<file path="src/rtl/mult_issue_if.sv">
// Handshake bundle between the operand sequencer, its producer, the
// multiplier and the result consumer. MULT_ISSUE_TAG_EN adds the tag lanes.
interface mult_issue_if
`ifdef MULT_ISSUE_TAG_EN
  #(parameter int TAG_W = 4)
`endif
  ;
  logic        op_valid;
  logic        op_ready;
  logic [31:0] op_mlier;
  logic [31:0] op_mcand;
  logic        mult_start;
  logic [31:0] mult_mlier;
  logic [31:0] mult_mcand;
  logic        mult_valid;
  logic [63:0] mult_prodt;
  logic        res_valid;
  logic        res_ready;
  logic [63:0] res_prodt;
  logic        busy;
`ifdef MULT_ISSUE_TAG_EN
  logic [TAG_W-1:0] op_tag;
  logic [TAG_W-1:0] res_tag;
`endif

  modport master (
    input  op_valid, op_mlier, op_mcand,
`ifdef MULT_ISSUE_TAG_EN
    input  op_tag,
    output res_tag,
`endif
    input  mult_valid, mult_prodt, res_ready,
    output op_ready, mult_start, mult_mlier,
    output mult_mcand, res_valid, res_prodt,
    output busy
  );

  modport slave (
    output op_valid, op_mlier, op_mcand,
`ifdef MULT_ISSUE_TAG_EN
    output op_tag,
    input  res_tag,
`endif
    output mult_valid, mult_prodt, res_ready,
    input  op_ready, mult_start, mult_mlier,
    input  mult_mcand, res_valid, res_prodt,
    input  busy
  );
endinterface

</file>
<file path="src/rtl/mult_issue.sv">
// Operand FIFO + issue FSM in front of the shift-add multiplier.
// Optional per-op tag path enabled by MULT_ISSUE_TAG_EN.
module mult_issue #(
  parameter int DEPTH    = 4,
  parameter int CAPT_DLY = 1,
  parameter int GAP      = 1
`ifdef MULT_ISSUE_TAG_EN
  , parameter int TAG_W  = 4
`endif
) (
  input logic   clock,
  input logic   reset_n,
  mult_issue_if.master bus
);
  localparam int AW = (DEPTH > 1) ? $clog2(DEPTH) : 1;
  localparam int CMAX = (CAPT_DLY > GAP) ? CAPT_DLY : GAP;
  localparam int CW = $clog2(CMAX + 1);

  typedef enum logic [1:0] {
    S_IDLE, S_RUN, S_WAIT, S_GAP
  } state_e;

  state_e        state_q, state_d;
  logic [AW-1:0] wr_ptr_q, wr_ptr_d;
  logic [AW-1:0] rd_ptr_q, rd_ptr_d;
  logic [AW:0]   count_q, count_d;
  logic [CW-1:0] cnt_q, cnt_d, cnt_dec;
  logic          start_q, start_d;
  logic [31:0]   mlier_q, mlier_d;
  logic [31:0]   mcand_q, mcand_d;
  logic          rvalid_q, rvalid_d;
  logic [63:0]   prodt_q, prodt_d;
  logic [31:0]   fifo_mlier_q [DEPTH];
  logic [31:0]   fifo_mcand_q [DEPTH];
`ifdef MULT_ISSUE_TAG_EN
  logic [TAG_W-1:0] fifo_tag_q [DEPTH];
  logic [TAG_W-1:0] tag_q, tag_d;
  logic [TAG_W-1:0] rtag_q, rtag_d;
`endif
  logic full, empty, push, pop, cap;

  always_comb begin
    full  = (count_q == (AW+1)'(DEPTH));
    empty = (count_q == '0);
    pop   = (state_q == S_IDLE) && !empty;
    push  = bus.op_valid && bus.op_ready;
  end

  // A full FIFO still takes a push on the cycle it pops
  assign bus.op_ready = !full || pop;

  always_comb begin
    cnt_dec = (cnt_q == '0) ? '0 : cnt_q - CW'(1);
    cap = (state_q == S_WAIT) && (cnt_dec == '0)
          && (!rvalid_q || bus.res_ready);
  end

  always_comb begin
    wr_ptr_d = wr_ptr_q + AW'(push);
    rd_ptr_d = rd_ptr_q + AW'(pop);
    count_d  = count_q + (AW+1)'(push)
               - (AW+1)'(pop);
  end

  always_comb begin
    state_d = state_q;
    cnt_d   = cnt_q;
    start_d = start_q;
    mlier_d = mlier_q;
    mcand_d = mcand_q;
`ifdef MULT_ISSUE_TAG_EN
    tag_d   = tag_q;
`endif
    unique case (state_q)
      S_IDLE: begin
        if (!empty) begin
          mlier_d = fifo_mlier_q[rd_ptr_q];
          mcand_d = fifo_mcand_q[rd_ptr_q];
`ifdef MULT_ISSUE_TAG_EN
          tag_d   = fifo_tag_q[rd_ptr_q];
`endif
          start_d = 1'b1;
          state_d = S_RUN;
        end
      end
      S_RUN: begin
        if (bus.mult_valid) begin
          cnt_d   = CW'(CAPT_DLY);
          state_d = S_WAIT;
        end
      end
      S_WAIT: begin
        cnt_d = cnt_dec;
        if (cap) begin
          start_d = 1'b0;
          // IDLE supplies the final low cycle before reissue
          if (GAP > 1) begin
            cnt_d   = CW'(GAP - 2);
            state_d = S_GAP;
          end else begin
            state_d = S_IDLE;
          end
        end
      end
      S_GAP: begin
        if (cnt_q == '0) state_d = S_IDLE;
        else cnt_d = cnt_q - CW'(1);
      end
      default: state_d = S_IDLE;
    endcase
  end

  always_comb begin
    rvalid_d = rvalid_q;
    prodt_d  = prodt_q;
`ifdef MULT_ISSUE_TAG_EN
    rtag_d   = rtag_q;
`endif
    if (cap) begin
      rvalid_d = 1'b1;
      prodt_d  = bus.mult_prodt;
`ifdef MULT_ISSUE_TAG_EN
      rtag_d   = tag_q;
`endif
    end else if (bus.res_ready) begin
      rvalid_d = 1'b0;
    end
  end

  always_ff @(posedge clock or negedge reset_n) begin
    if (!reset_n) begin
      state_q  <= S_IDLE;
      wr_ptr_q <= '0;
      rd_ptr_q <= '0;
      count_q  <= '0;
      cnt_q    <= '0;
      start_q  <= 1'b0;
      mlier_q  <= '0;
      mcand_q  <= '0;
      rvalid_q <= 1'b0;
      prodt_q  <= '0;
`ifdef MULT_ISSUE_TAG_EN
      tag_q    <= '0;
      rtag_q   <= '0;
`endif
      for (int i = 0; i < DEPTH; i++) begin
        fifo_mlier_q[i] <= '0;
        fifo_mcand_q[i] <= '0;
`ifdef MULT_ISSUE_TAG_EN
        fifo_tag_q[i]   <= '0;
`endif
      end
    end else begin
      state_q  <= state_d;
      wr_ptr_q <= wr_ptr_d;
      rd_ptr_q <= rd_ptr_d;
      count_q  <= count_d;
      cnt_q    <= cnt_d;
      start_q  <= start_d;
      mlier_q  <= mlier_d;
      mcand_q  <= mcand_d;
      rvalid_q <= rvalid_d;
      prodt_q  <= prodt_d;
`ifdef MULT_ISSUE_TAG_EN
      tag_q    <= tag_d;
      rtag_q   <= rtag_d;
`endif
      if (push) begin
        fifo_mlier_q[wr_ptr_q] <= bus.op_mlier;
        fifo_mcand_q[wr_ptr_q] <= bus.op_mcand;
`ifdef MULT_ISSUE_TAG_EN
        fifo_tag_q[wr_ptr_q]   <= bus.op_tag;
`endif
      end
    end
  end

  assign bus.mult_start = start_q;
  assign bus.mult_mlier = mlier_q;
  assign bus.mult_mcand = mcand_q;
  assign bus.res_valid  = rvalid_q;
  assign bus.res_prodt  = prodt_q;
  assign bus.busy = !empty || (state_q != S_IDLE);
`ifdef MULT_ISSUE_TAG_EN
  assign bus.res_tag = rtag_q;
`endif
endmodule
</file>
<file path="src/flat_wrapper.sv">
// flat-port wrapper written by rule: the top's interface ports become plain ports
module mult_issue_flat 
#(
  parameter int DEPTH    = 4,
  parameter int CAPT_DLY = 1,
  parameter int GAP      = 1

)
  (clock, reset_n, bus_op_valid, bus_op_mlier, bus_op_mcand, bus_mult_valid, bus_mult_prodt, bus_res_ready, bus_op_ready, bus_mult_start, bus_mult_mlier, bus_mult_mcand, bus_res_valid, bus_res_prodt, bus_busy);
  mult_issue_if bus_i ();
  input logic clock;
  input logic reset_n;
  input wire logic [$bits(bus_i.op_valid)-1:0] bus_op_valid;
  input wire logic [$bits(bus_i.op_mlier)-1:0] bus_op_mlier;
  input wire logic [$bits(bus_i.op_mcand)-1:0] bus_op_mcand;
  input wire logic [$bits(bus_i.mult_valid)-1:0] bus_mult_valid;
  input wire logic [$bits(bus_i.mult_prodt)-1:0] bus_mult_prodt;
  input wire logic [$bits(bus_i.res_ready)-1:0] bus_res_ready;
  output wire logic [$bits(bus_i.op_ready)-1:0] bus_op_ready;
  output wire logic [$bits(bus_i.mult_start)-1:0] bus_mult_start;
  output wire logic [$bits(bus_i.mult_mlier)-1:0] bus_mult_mlier;
  output wire logic [$bits(bus_i.mult_mcand)-1:0] bus_mult_mcand;
  output wire logic [$bits(bus_i.res_valid)-1:0] bus_res_valid;
  output wire logic [$bits(bus_i.res_prodt)-1:0] bus_res_prodt;
  output wire logic [$bits(bus_i.busy)-1:0] bus_busy;
  assign bus_i.op_valid = bus_op_valid;
  assign bus_i.op_mlier = bus_op_mlier;
  assign bus_i.op_mcand = bus_op_mcand;
  assign bus_i.mult_valid = bus_mult_valid;
  assign bus_i.mult_prodt = bus_mult_prodt;
  assign bus_i.res_ready = bus_res_ready;
  assign bus_op_ready = bus_i.op_ready;
  assign bus_mult_start = bus_i.mult_start;
  assign bus_mult_mlier = bus_i.mult_mlier;
  assign bus_mult_mcand = bus_i.mult_mcand;
  assign bus_res_valid = bus_i.res_valid;
  assign bus_res_prodt = bus_i.res_prodt;
  assign bus_busy = bus_i.busy;
  mult_issue #(.DEPTH(DEPTH), .CAPT_DLY(CAPT_DLY), .GAP(GAP)) u_core (.clock(clock), .reset_n(reset_n), .bus(bus_i));
endmodule
</file>
<file path="config.mk">
export PLATFORM = sky130hd
export DESIGN_NAME = mult_issue_flat
export DESIGN_NICKNAME = d
export VERILOG_FILES = /design/src/rtl/mult_issue_if.sv /design/src/rtl/mult_issue.sv /design/src/flat_wrapper.sv
export SDC_FILE = /design/constraint.sdc
export NUM_CORES = 1
export LEC_CHECK = 0
export ABC_AREA = 1
export CAP_MARGIN = 5
export CORE_MARGIN = 2
export CORE_UTILIZATION = 25
export CTS_CLUSTER_SIZE = 8
export DETAILED_ROUTE_END_ITERATION = 8
export DONT_BUFFER_PORTS = 1
export MAX_ROUTING_LAYER = met4
export PLACE_DENSITY = 0.49
export REMOVE_ABC_BUFFERS = 1
export SLEW_MARGIN = 20
export SYNTH_ARGS = -nofsm -noshare
export SYNTH_HDL_FRONTEND = slang
export SYNTH_SLANG_ARGS = --single-unit
</file>
<file path="constraint.sdc">
create_clock -name clock -period 3.85 [get_ports clock]
set_clock_uncertainty 0.15 [all_clocks]
set_input_delay 0.1925 -clock clock [delete_from_list [all_inputs] [get_ports clock]]
set_output_delay 0.1925 -clock clock [all_outputs]
set_load 0.1 [all_outputs]
</file>
==> metrics.yaml <==
whs_ns: -0.861
grt_pass1_wl_mm: 76.4
crit_chain: "nor2_4, nand3_4, nand2_1, inv_1, ha_1, fa_1, xnor2_1, xor2_1"
cts_tree: "done"
ys_dominant_reg_cell: "dfrtp_1"
ant_nets: 0
reg2reg_to: "u_core.count_q[2]"
synthMuxAreaShare_pct: 0
synth.largest_area_cell: "dfrtp_1"
slew_headroom_pct: 22.7
path_max_fanout: 6
gr-total-overflow: 0
cts_buffers: 56
row_count: 95
period_needed_ns: 2.45
path_clk_slew_ns: 0.06
async_flop_share_pct: 100
start_util_pct: 25.2
final_layout_size_suffix_gt1_share_pct: 4.84
synth_compound_area_share_pct: 11.5
drtIter0Drc: 800
max_freq_mhz: 408
cts_root_buf: "clkbuf_16"
fin_setup_tns_ns: 0
drc: 0
ctsResizeCount: 0
hold_viol: 396
crit_type: "register to register"
fin_util_pct: 30.3
synthXorXnorAreaFrac_pct: 0.260
track_usage_pct: 14.2
cts_buffer_depth: 3
status: "complete, but fails checks"
gp_congestion: 0.789
via_per_inst: 4.43
cts_max_level: 2
yosysWarnings: 0
io_buffer_count: 0
synthDistinctLibCells: 24
crit_slowest_cell: "dfrtp_1"
core-area_um2: 66900
post-synth-top-area-fraction_pct: 58.8
post_cts_buffers: 0
syn_area_um2: 16900
critPathMaxStageDelay_ns: 0.43
fillers: 6944
antenna_found_initial: 7
cts.sinks: 396
synth_top_family_by_area: "simple AND/OR/NAND/NOR gates"
synthCells: 1988
synthAdderAreaFrac_pct: 0.267
end_kind: "register"
fp.dieH_um: 264
hpwl_mm: 26.8
drtPass1Iterations: 5
reg2reg_depth: 8
wl_mm: 47.2
wl_per_cell_um: 15.9
synth_edf_count: 0
tightest_slew_ns: 1.16
violations: "negative hold slack"
start_kind: "register"
area_growth_pct: 20.4
slew_viol_final: 0
setup_viol: 0
reg2reg_from: "u_core.count_q[1]"
postSynthAreaPerCell_um2: 8.48
ys_top_cells_by_area: "dfrtp_1 59%, nand2_1 16%, o21ai_0 8.8%"
ys_seq_area_share_pct: 58.8
nets: 2213
min_path_type: "primary input to async pin"
rsz0062_at_grt: "no"
cts_hold_buf: 134
yosys.area_share.simple_pct: 22.5
r2r_slack_ns: 1.40
clock_latency_ns: 0.60
final.period_utilization_pct: 63.7
grt_pass1_vias: 13617
io_pins: 265
cp_data_required_time_ns: 4.21
ys_ff_latch: 396
vias: 13139
die_area_um2: 69500
maxCapViolations: 0
grt_start_max_net_pins: 397
die_w_um: 264
arrival_ns: 2.81
## cell usage in the layout (no fill, tap or decap), types with 7 or more instances in the layout
master	netlist	layout
buf_4	20	18
clkbuf_16	0	58
dfrtp_1	396	394
diode_2	0	7
dlygate4sd3_1	0	134
inv_1	75	74
nand2_1	718	717
nor2_1	262	262
o21ai_0	298	298
o21ai_1	87	87
## worst max-delay path, delay by kind of cell, from the launching register on
kind / cells / cell delay [ns]
xor gates and xnor gates: 2 / 0.35
adders and majority gates: 2 / 0.62
buffers and inverters: 1 / 0.08
DFF: 1 / 0.43
and+or+nand+nor: 3 / 0.73
## registers in the layout (all words and copies together) (netlist names)
register / count
u_core.cnt_q: 1
u_core.state_q: 2
u_core.rd_ptr_q: 2
u_core.bus.res_valid: 1
u_core.bus.res_prodt: 64
u_core.bus.mult_mlier: 32
u_core.bus.mult_start: 1
u_core.count_q: 3
u_core.fifo_mlier_q: 128
u_core.bus.mult_mcand: 32
u_core.fifo_mcand_q: 128
u_core.wr_ptr_q: 2
## through the flow
step                      hold WS (ns)  instances  setup WS, ns  area, um^2
final                           -0.861       2965          1.40       20300
after global routing            -0.899       2965          1.24       20300
after CTS                       -0.900       2958          1.37       20300
after detailed placement        -0.243       2758          1.39       17400
after global placement          -0.241       2758          1.31       17400
after floorplan                 -0.253       1863        -0.454       16000
## synth_stat cells, types with 2 or more instances
master      n
nand2_1   718
clkbuf_1   19
buf_6      30
nand2_2     2
o21ai_0   298
inv_1      75
buf_2      47
ha_1        2
xor2_1      4
buf_1       8
dfrtp_1   396
buf_4      20
nand3_2     4
nor2_1    262
o21ai_1    87
nand3_1     5
inv_2       4
## metal layers
metal	GRT usage, %	vias up	wire length (um)
met5	-	-	0
met4	4.28	0	1120
met3	3.50	77	2980
met2	23.3	367	22300
met1	17.3	6267	20800
li1	-	6428	-
## kinds of logic (layout without fill, tap and decap cells)
group / after synthesis / in the layout
simple gates: 994 / 994
fa+ha+maj: 3 / 3
other cells: 0 / 7
flops: 396 / 396
xor+xnor: 5 / 5
buf+inv: 204 / 301
compound gates: 386 / 386
## cell type report
cell class,instances,area (um^2),share of cell area (%)
Antenna cell,7,17.5,0.0863
Clock buffer,64,1500,7.41
Clock inverter,2,46.3,0.228
Inverter,79,302,1.49
Multi-Input combinational cell,1388,5850,28.8
Sequential cell,396,9920,48.9
Tap cell,873,1090,5.38
Timing Repair Buffer,156,1560,7.67
## worst max-delay path by stage
stage                                           to  depth (start not counted)          startpoint  slack (ns)
final                            u_core.count_q[2]                          8   u_core.count_q[1]        1.40
after global routing             u_core.count_q[2]                          8   u_core.count_q[1]        1.24
after CTS                        u_core.count_q[2]                          8   u_core.count_q[1]        1.37
after detailed placement         u_core.count_q[2]                          8   u_core.count_q[1]        1.39
after global placement           u_core.count_q[2]                          8   u_core.count_q[1]        1.31
after floorplan           u_core.bus.mult_mcand[0]                          5  u_core.rd_ptr_q[0]       -0.45
Power is not shown: default switching activity piles up to over one toggle a cycle in this logic, so the estimate is an artifact.
